## src/rtl/mem_arbiter.sv

```systemverilog
// Two-port round-robin arbiter in front of a synchronous 8-bit memory.
// Requests are granted combinationally; responses return two cycles after the transfer edge.
module mem_arbiter #(
    parameter int addrBusWidth = 13,
    parameter int roundRobin   = 1
) (
    input  logic                    clk,
    input  logic                    reset,
    input  logic                    req0,
    input  logic                    we0,
    input  logic [addrBusWidth-1:0] addr0,
    input  logic [7:0]              wdata0,
    input  logic                    lock0,
    output logic                    ack0,
    output logic                    rvalid0,
    output logic [7:0]              rdata0,
    input  logic                    req1,
    input  logic                    we1,
    input  logic [addrBusWidth-1:0] addr1,
    input  logic [7:0]              wdata1,
    input  logic                    lock1,
    output logic                    ack1,
    output logic                    rvalid1,
    output logic [7:0]              rdata1,
    output logic [addrBusWidth-1:0] mem_addr,
    output logic [7:0]              mem_dataIn,
    output logic                    mem_write,
    output logic                    mem_strobe,
    input  logic [7:0]              mem_dataOut
);

    logic                    r_lastServed;
    logic                    r_lockValid;
    logic                    r_lockOwner;
    logic [addrBusWidth-1:0] r_memAddr;
    logic [7:0]              r_memDataIn;
    logic                    r_memWrite;
    logic                    r_memStrobe;
    logic                    r_issueTag;
    logic                    r_respValid;
    logic                    r_respTag;

    logic                    w_ack0;
    logic                    w_ack1;
    logic                    w_xfer;
    logic                    w_sel;
    logic [addrBusWidth-1:0] w_selAddr;
    logic [7:0]              w_selData;
    logic                    w_selWe;
    logic                    w_selLock;

    // A held lock shuts the other port out entirely, even while the owner is idle.
    always_comb begin
        w_ack0 = 1'b0;
        w_ack1 = 1'b0;
        if (r_lockValid) begin
            w_ack0 = req0 & ~r_lockOwner;
            w_ack1 = req1 & r_lockOwner;
        end else if (req0 && req1) begin
            if ((roundRobin != 0) && !r_lastServed) begin
                w_ack1 = 1'b1;
            end else begin
                w_ack0 = 1'b1;
            end
        end else begin
            w_ack0 = req0;
            w_ack1 = req1;
        end
    end

    assign w_xfer    = w_ack0 | w_ack1;
    assign w_sel     = w_ack1;
    assign w_selAddr = w_sel ? addr1  : addr0;
    assign w_selData = w_sel ? wdata1 : wdata0;
    assign w_selWe   = w_sel ? we1    : we0;
    assign w_selLock = w_sel ? lock1  : lock0;

    always_ff @(posedge clk or posedge reset) begin
        if (reset) begin
            r_lastServed <= 1'b1;
            r_lockValid  <= 1'b0;
            r_lockOwner  <= 1'b0;
        end else if (w_xfer) begin
            r_lastServed <= w_sel;
            r_lockValid  <= w_selLock;
            r_lockOwner  <= w_sel;
        end
    end

    // Address and data hold through idle cycles so the memory bus stays quiet.
    always_ff @(posedge clk or posedge reset) begin
        if (reset) begin
            r_memAddr   <= '0;
            r_memDataIn <= '0;
            r_memWrite  <= 1'b0;
            r_memStrobe <= 1'b0;
            r_issueTag  <= 1'b0;
        end else begin
            r_memStrobe <= w_xfer;
            if (w_xfer) begin
                r_memAddr   <= w_selAddr;
                r_memDataIn <= w_selData;
                r_memWrite  <= w_selWe;
                r_issueTag  <= w_sel;
            end else begin
                r_memWrite  <= 1'b0;
            end
        end
    end

    always_ff @(posedge clk or posedge reset) begin
        if (reset) begin
            r_respValid <= 1'b0;
            r_respTag   <= 1'b0;
        end else begin
            r_respValid <= r_memStrobe;
            r_respTag   <= r_issueTag;
        end
    end

    assign ack0       = w_ack0;
    assign ack1       = w_ack1;
    assign mem_addr   = r_memAddr;
    assign mem_dataIn = r_memDataIn;
    assign mem_write  = r_memWrite;
    assign mem_strobe = r_memStrobe;
    assign rvalid0    = r_respValid & ~r_respTag;
    assign rvalid1    = r_respValid & r_respTag;
    assign rdata0     = mem_dataOut;
    assign rdata1     = mem_dataOut;

endmodule
```

## config.mk

```make
export PLATFORM = sky130hd
export DESIGN_NAME = mem_arbiter
export DESIGN_NICKNAME = d
export VERILOG_FILES = /design/src/rtl/mem_arbiter.sv
export SDC_FILE = /design/constraint.sdc
export NUM_CORES = 1
export LEC_CHECK = 0
export CAP_MARGIN = 40
export CORE_ASPECT_RATIO = 1.4
export CORE_UTILIZATION = 40
export DETAILED_ROUTE_END_ITERATION = 10
export DONT_BUFFER_PORTS = 1
export PLACE_DENSITY = 0.52
export SYNTH_ARGS = -nofsm -noshare
export SYNTH_HDL_FRONTEND = slang
export SYNTH_SLANG_ARGS = --single-unit
```

## constraint.sdc

```tcl
create_clock -name clk -period 1.5 [get_ports clk]
set_input_delay 0.225 -clock clk [delete_from_list [all_inputs] [get_ports clk]]
set_output_delay 0.225 -clock clk [all_outputs]
set_load 0.02 [all_outputs]
```

======== Word level (Yosys, flattened, before mapping) ========
Cells that the tools add are included.
storage, ports and cells
  bits of input ports ..................... 58
  register bits ........................... 28
cells by class
  multiplexer cells ....................... 11
  bitwise logic cells ..................... 7
  reduce and logical (&&, ||, !) cells .... 1
operator list
  kind                count
  13-bit two-way mux  1
  1-bit two-way mux   9
  8-bit two-way mux   1
  1-bit bitwise AND   4
  1-bit inverter      2
  1-bit logical AND   1
  1-bit OR            1

======== Logic depth before layout (Yosys ltp) ========
Gate-level depths: netlist of the first run.
  depth in word-level cells ............... 5
  depth in mapped cells ................... 5
  mapped depth without buffers ............ 4

======== Least setup slack after synthesis of the first run ========
No wires, ideal clock.
  path type ............................... reg-to-reg
  from .................................... register r_lastServed
  to ...................................... register r_memDataIn[5], in the netlist mem_dataIn[5]
  clock period less this slack ............ 1.349 ns
  setup slack ............................. 0.151 ns
  library setup time ...................... 0.129 ns
  arrival time ............................ 1.221 ns
  cell stages (with the launch flop) ...... 6
  cells stage by stage .................... dfstp_2 nand3b_1 nand3_4 buf_6 mux2i_1 o21ai_1
between the ends
  longest elaborated chain between the ends .. 4
  elaborated cells on any way between the ends .. 8
  those cells by class .................... mux (7); bitwise (1)
RTL lines
  what                                                  RTL line  source
  start: declaration                                    32        logic r_lastServed;
  start signal: assignment                              84        r_lastServed <= w_sel;
  1-bit two-way mux                                     60        if ((roundRobin != 0) && !r_lastServed) begin
  1-bit two-way mux                                     59        end else if (req0 && req1) begin
  1-bit two-way mux                                     56        if (r_lockValid) begin
  8-bit two-way mux / 1-bit OR (equally long branches)  74, 71
  end signal: assignment                                102       r_memDataIn <= w_selData;
  end: declaration                                      36        logic [7:0] r_memDataIn;
Parallel ways exist; a longest one is shown, timed or not.
A chain may end at the register's enable or synchronous reset.

======== Worst setup path in the final report of the first run ========
  from .................................... register r_lockValid
  to ...................................... output port ack1
between the ends
  longest elaborated chain between the ends .. 1
RTL lines
  what                      RTL line  source
  start: declaration        33        logic r_lockValid;
  start signal: assignment  85        r_lockValid <= w_selLock;
  1-bit two-way mux         56
  end: declaration          22        output logic ack1,
No other way between the ends.

==> results of run 1 <==
logic make-up after synthesis:
group / synth area share (%)
compound gates: 12.0
buf+inv: 12.9
flops: 49.3
mux: 16.2
simple gates: 9.59
cells in the final DEF, fill, tap and decap left out, drive strengths merged:
cell type    instances
a21boi               1
a21oi                3
and2                 1
buf                  9
clkbuf               4
dfrtp               27
dfstp                1
dlygate4sd3          1
inv                  5
mux2i               23
nand2               23
nand2b               1
nand3                1
nand3b               1
nor2                 1
nor2b                1
o21ai               23
o22ai                1
o31a                 1
where the power goes:
part / internal (W) / switching, W / leakage [nW]
clock network: 0.000235 / 0.000226 / 0.0288
logic: 0.000496 / 0.000511 / 0.364
registers: 0.00109 / 0.000569 / 0.334
total: 0.00182 / 0.00131 / 0.726
registers in the layout, indices dropped and copies added (netlist names):
name and flops:
mem_write 1, r_respValid 1, mem_addr 13, mem_strobe 1, r_issueTag 1, r_respTag 1
r_lockValid 1, r_lastServed 1, mem_dataIn 8
per-layer routing:
metal	part of all wire, %	vias up	GRT usage [%]	wire, um
met2	50	55	21.2	1250
met4	2.2	0	6.14	55
met1	37	404	13.7	923
li1	-	424	-	-
met3	10	13	3.77	261
met5	0	-	0	0
stage by stage:
stage                     cell area, um^2  total power (W)  util (%)
after floorplan                      1420          0.00243         -
after global placement               1380          0.00256      40.9
after detailed placement             1380          0.00261      40.9
after CTS                            1490          0.00317      44.1
after global routing                 1500          0.00334      44.3
final                                1500          0.00313      44.3
worst max-delay path by stage:
stage,start,end,slack (ns),depth (start not counted)
floorplan,r_lastServed,mem_dataIn[5],0.15,5
global placement,r_lastServed,mem_addr[0],0.09,5
detailed placement,r_lockValid,mem_addr[0],0.04,5
CTS,r_lockValid,ack1,-0.07,5
global route,r_lockValid,ack1,-0.12,5
finish,r_lockValid,ack1,-0.06,5
repair_timing:
action | in CTS | in global routing
endpoints found under the hold margin | 27 | 0
setup endpoints to repair | 2 | 20
gates resized for setup | 5 | 1
setup buffers | 4 | 0
hold buffers | 1 | 0
pin swaps | 2 | 0
cloned | 0 | 0
cell type report:
cell class | instances | area (um^2)
clock buffers | 4 | 55.1
fillers | 314 | 1880
inverters | 5 | 18.8
multi-input cells | 81 | 546
flip-flops and latches | 28 | 703
well taps | 40 | 50.0
repair buffers | 10 | 123
critical path, cell delays in order (launching register included):
cell and delay, ns:
dfrtp_2 0.47, nand3b_1 0.23, nand3_4 0.11, buf_12 0.11
inv_2 0.03, buf_6 0.11
==> results.yml, run 1 <==
global_routing:
  track_usage_pct: 12.5
  grt_pass1_vias: 823
  grt_pass1_wl_um: 3550
  grt-ovfl-total: 0
  grt_antenna_before_repair: 0
  grt_max_degree: 47
worst_hold_path:
  hold_end: "r_issueTag"
  min_path_cells: 2
  hp-start: "req1"
  hp-class: "input pin to flip-flop"
timing:
  finalHoldViolCount: 0
  finClkSkew_ns: 0.00407
  hold_ws_ns: 0.0993
  slew_headroom_pct: 74.2
  final.min_clock_period_ns: 1.56
  setup_ws_ns: -0.0557
  max_clock_freq_mhz: 643
  setup_violations: 3
  rsz0062_at_grt: "true"
  max_slew.worst_pin.slew_ns: 0.386
  final_max_slew_viol_count: 0
  min_period_over_period_pct: 104
  tns_ns: -0.0712
logic_synthesis:
  yosysTopAreaCell: "dfrtp_1"
  synth_seq_cells: 28
  synthTopCellsByArea: "dfrtp_1 (47%), mux2i_1 (16%), buf_4 (9.0%)"
  syn_nets: 194
  yosys_warnings: 0
  synthMostInstantiatedCell: "dfrtp_1"
  ys_top_cells_by_count: "dfrtp_1 (27), mux2i_1 (23), nand2_1 (23), o21ai_1 (19), buf_4 (17)"
  ys.flop_type: "dfrtp_1"
  ys_types: 20
  yosysTopAreaCellShare_pct: 47.5
  netlist_area_mm2: 0.00142
  synth_cells: 136
  ys_async_sr_fraction_pct: 100
  synth-edff-count: 0
  seq_area_frac_synth_pct: 49.3
  avgSynthCellArea_um2: 10.5
floorplan:
  fp.coreArea_mm2: 0.00338
  die_w_um: 52.4
  rows: 25
  initial_utilization_pct: 42.1
  die_area_mm2: 0.00380
  pin_count: 101
  die_h_um: 72.6
finish:
  post_route_cells_drive_above_1_share_pct: 16.4
  nNetsFinal: 187
  instances_no_fill: 168
  insertedDiodeCount: 0
  area_delta_synth_final_pct: 5.10
critical_path:
  crit_required_ns: 1.27
  cp-end-kind: "output port"
  arrival_ns: 1.33
  worstReg2RegStart: "r_lockValid"
  timing.rr.end: "mem_addr[0]"
  reg2regPathDepth: 6
  reg2reg_slack_ns: 0
  path_max_fanout: 6
  cp-start-kind: "flip-flop"
  criticalPathCategory: "flip-flop to output port"
detailed_routing:
  routed_via_density: 5.33
  drtPass1Iterations: 3
  vias: 896
  initialDrtViolationCount: 28
  wirelength_um: 2490
  antenna_left: 0
  drc: 0
  wl_per_cell_um: 14.8
status:
  status: "finished, violations left"
  violations: "setup timing"
clocking:
  cts.path.max_buffers: 2
  clock_latency_ns: 0.27
  clock_sinks: 28
  clockRootBuffer: "clkbuf_8"
  cts_tree: "yes"
  ctsHtreeMaxLevel: 1
  cts_buffers: 3
  clk_pin_slew_ns: 0.09
placed_design:
  gp_congestion: 0.688
  portBuffers: 0
  post-place-ws_ns: 0.0351
  dp_cells: 159
  dp_hpwl_um: 1780
power_and_ir_drop:
  p_leak_nw: 0.726
  ir_drop_mv: 0.904
  power.density_mw_per_mm2: 2090
flow_run:
  cap_violations: 0
Note: power is estimated with default switching activity, not from simulation.
==> run 2, diff against run 1 <==
--- a/config.mk
+++ b/config.mk
@@ -7,10 +7,11 @@
 export LEC_CHECK = 0
 export CAP_MARGIN = 40
 export CORE_ASPECT_RATIO = 1.4
-export CORE_UTILIZATION = 40
+export CORE_UTILIZATION = 60
+export CTS_CLUSTER_SIZE = 30
 export DETAILED_ROUTE_END_ITERATION = 10
 export DONT_BUFFER_PORTS = 1
-export PLACE_DENSITY = 0.52
+export PLACE_DENSITY = 0.74
 export SYNTH_ARGS = -nofsm -noshare
 export SYNTH_HDL_FRONTEND = slang
 export SYNTH_SLANG_ARGS = --single-unit
==> run 2 against run 1 <==
The flow still finishes with violations (setup timing). Design area up 0.17%. Clock skew about the same. Global-route usage up 7.1 points. Non-clock buffer count up 3. Critical path type unchanged. Highest routed layer unchanged.
==> results.yml, run 2 (synthesis gave the netlist of run 1 again) <==
status:
  status: "finished, violations left"
  violations: "setup timing"
timing:
  max_slew.worst_pin.slew_ns: 0.389
  tns_ns: -0.0330
  rsz0062_at_grt: "true"
  setup_violations: 2
  finalHoldViolCount: 0
  slew_headroom_pct: 74.0
  setup_ws_ns: -0.0306
  final_max_slew_viol_count: 0
  min_period_over_period_pct: 102
  hold_ws_ns: 0.0531
  max_clock_freq_mhz: 653
  finClkSkew_ns: 0.00455
  final.min_clock_period_ns: 1.53
critical_path:
  reg2regPathDepth: 6
  path_max_fanout: 4
  timing.rr.end: "mem_addr[1]"
  crit_required_ns: 1.27
  arrival_ns: 1.31
  cp-end-kind: "output port"
  cp-start-kind: "flip-flop"
  reg2reg_slack_ns: 0
  criticalPathCategory: "flip-flop to output port"
  cp_slowest_cell: "dfrtp_2"
  worstReg2RegStart: "r_lockValid"
  path_cells: "nand3b_1 -> nand3_4 -> clkinvlp_4"
  max_stage_delay_ns: 0.47
finish:
  insertedDiodeCount: 0
  nNetsFinal: 190
  largest_reg_flops: 13
  post_route_cells_drive_above_1_share_pct: 17.6
  final_common_cell: "dfrtp_1"
  mostFrequentLayoutCells: "dfrtp_1 (25), mux2i_1 (23), nand2_1 (23)"
  instances_no_fill: 153
  area_delta_synth_final_pct: 5.28
worst_hold_path:
  hp-start: "req1"
  hold_end: "r_issueTag"
  hp-class: "input pin to flip-flop"
  min_path_cells: 2
floorplan:
  initial_utilization_pct: 64.6
  pin_count: 101
  die_w_um: 43.2
  die_h_um: 59.6
  fp.coreArea_mm2: 0.00220
  die_area_mm2: 0.00257
  rows: 20
global_routing:
  track_usage_pct: 19.6
  grt_max_degree: 29
  grt_pass1_vias: 840
  grt-ovfl-total: 0
  grt_antenna_before_repair: 0
  grt_pass1_wl_um: 3710
clocking:
  cts_buffers: 3
  cts_tree: "yes"
  clockRootBuffer: "clkbuf_4"
  clk_pin_slew_ns: 0.13
  clock_latency_ns: 0.31
  cts.path.max_buffers: 2
  ctsHtreeMaxLevel: 1
  clock_sinks: 28
placed_design:
  dp_cells: 141
  gp_congestion: 0.659
  dp_hpwl_um: 1810
  portBuffers: 0
detailed_routing:
  antenna_left: 0
  wl_per_cell_um: 16.9
  initialDrtViolationCount: 12
  routed_via_density: 5.88
  drtPass1Iterations: 4
  wirelength_um: 2590
  drc: 0
  vias: 899
power_and_ir_drop:
  p_leak_nw: 0.739
  p_total_w: 0.00308
  ir_drop_mv: 1.05
  power.density_mw_per_mm2: 2060
flow_run:
  cap_violations: 0
-- run 2: changes by cell type in the layout (fill, tap and decap cells not counted), sizes merged --
| cell | previous run | this run |
|---|---|---|
| buf | 9 | 11 |
| clkbuf | 4 | 5 |
| clkinvlp | 0 | 1 |
| inv | 5 | 4 |
-- run 2: layout make-up --
class / count / area [um^2]
Clock buffer: 4 / 26.3
Fill cell: 165 / 704
Inverter: 5 / 22.5
Multi-Input combinational cell: 81 / 549
Sequential cell: 28 / 704
Tap cell: 22 / 27.5
Timing Repair Buffer: 13 / 168
-- run 2: worst max-delay path by stage --
stage | cells past startpoint | to | slack [ns] | start
6_report | 3 | ack1 | -0.03 | r_lockValid
5_1_grt | 3 | ack1 | -0.13 | r_lastServed
4_1_cts | 4 | ack1 | -0.11 | r_issueTag
3_5_place_dp | 5 | mem_addr[1] | 0.08 | r_lastServed
3_3_place_gp | 5 | mem_addr[4] | 0.15 | r_lastServed
2_1_floorplan | 5 | mem_dataIn[5] | 0.15 | r_lastServed
-- run 2: power by group --
group          leakage, nW  total (W)  switching [W]  internal [W]
combinational        0.392    0.00113       0.000558      0.000567
sequential           0.333    0.00165       0.000565       0.00109
clock               0.0150   0.000306       0.000202      0.000104
-- run 2: worst max-delay path, delay by kind of cell, from the launching register on --
kind	cells	cell delay (ns)
DFF	1	0.47
and+or+nand+nor	2	0.38
buffers and inverters	1	0.15
-- run 2: what timing repair did --
item,CTS,global route
pin swaps,1,3
buffers inserted,3,4
hold buffers,1,0
gates cloned,0,1
endpoints found under the setup margin,2,15
gates resized for setup,2,6
hold endpoints to repair,27,0
-- run 2: through the flow --
stage | area (um^2) | util, % | setup WS, ns
2_1_floorplan | 1420 | - | 0.151
3_3_place_gp | 1370 | 62.3 | 0.145
3_5_place_dp | 1370 | 62.3 | 0.0845
4_1_cts | 1440 | 65.2 | -0.113
5_1_grt | 1500 | 68.0 | -0.125
6_report | 1500 | 68.0 | -0.0306
-- run 2: routing by layer --
metal | GRT usage, % | vias to the layer above | part of all wire, %
met5 | 0 | - | 0
met4 | 10.8 | 0 | 1.5
met3 | 3.05 | 11 | 7.6
met2 | 36.2 | 58 | 56
met1 | 20.7 | 399 | 35
li1 | - | 431 | -
==> run 3, diff against run 2 <==
--- a/config.mk
+++ b/config.mk
@@ -12,6 +12,7 @@
 export DETAILED_ROUTE_END_ITERATION = 10
 export DONT_BUFFER_PORTS = 1
 export PLACE_DENSITY = 0.74
+export RECOVER_POWER = 50
 export SYNTH_ARGS = -nofsm -noshare
 export SYNTH_HDL_FRONTEND = slang
 export SYNTH_SLANG_ARGS = --single-unit
==> results of run 3 <==
Final layout, timing and power as in run 2 (identical DEF).
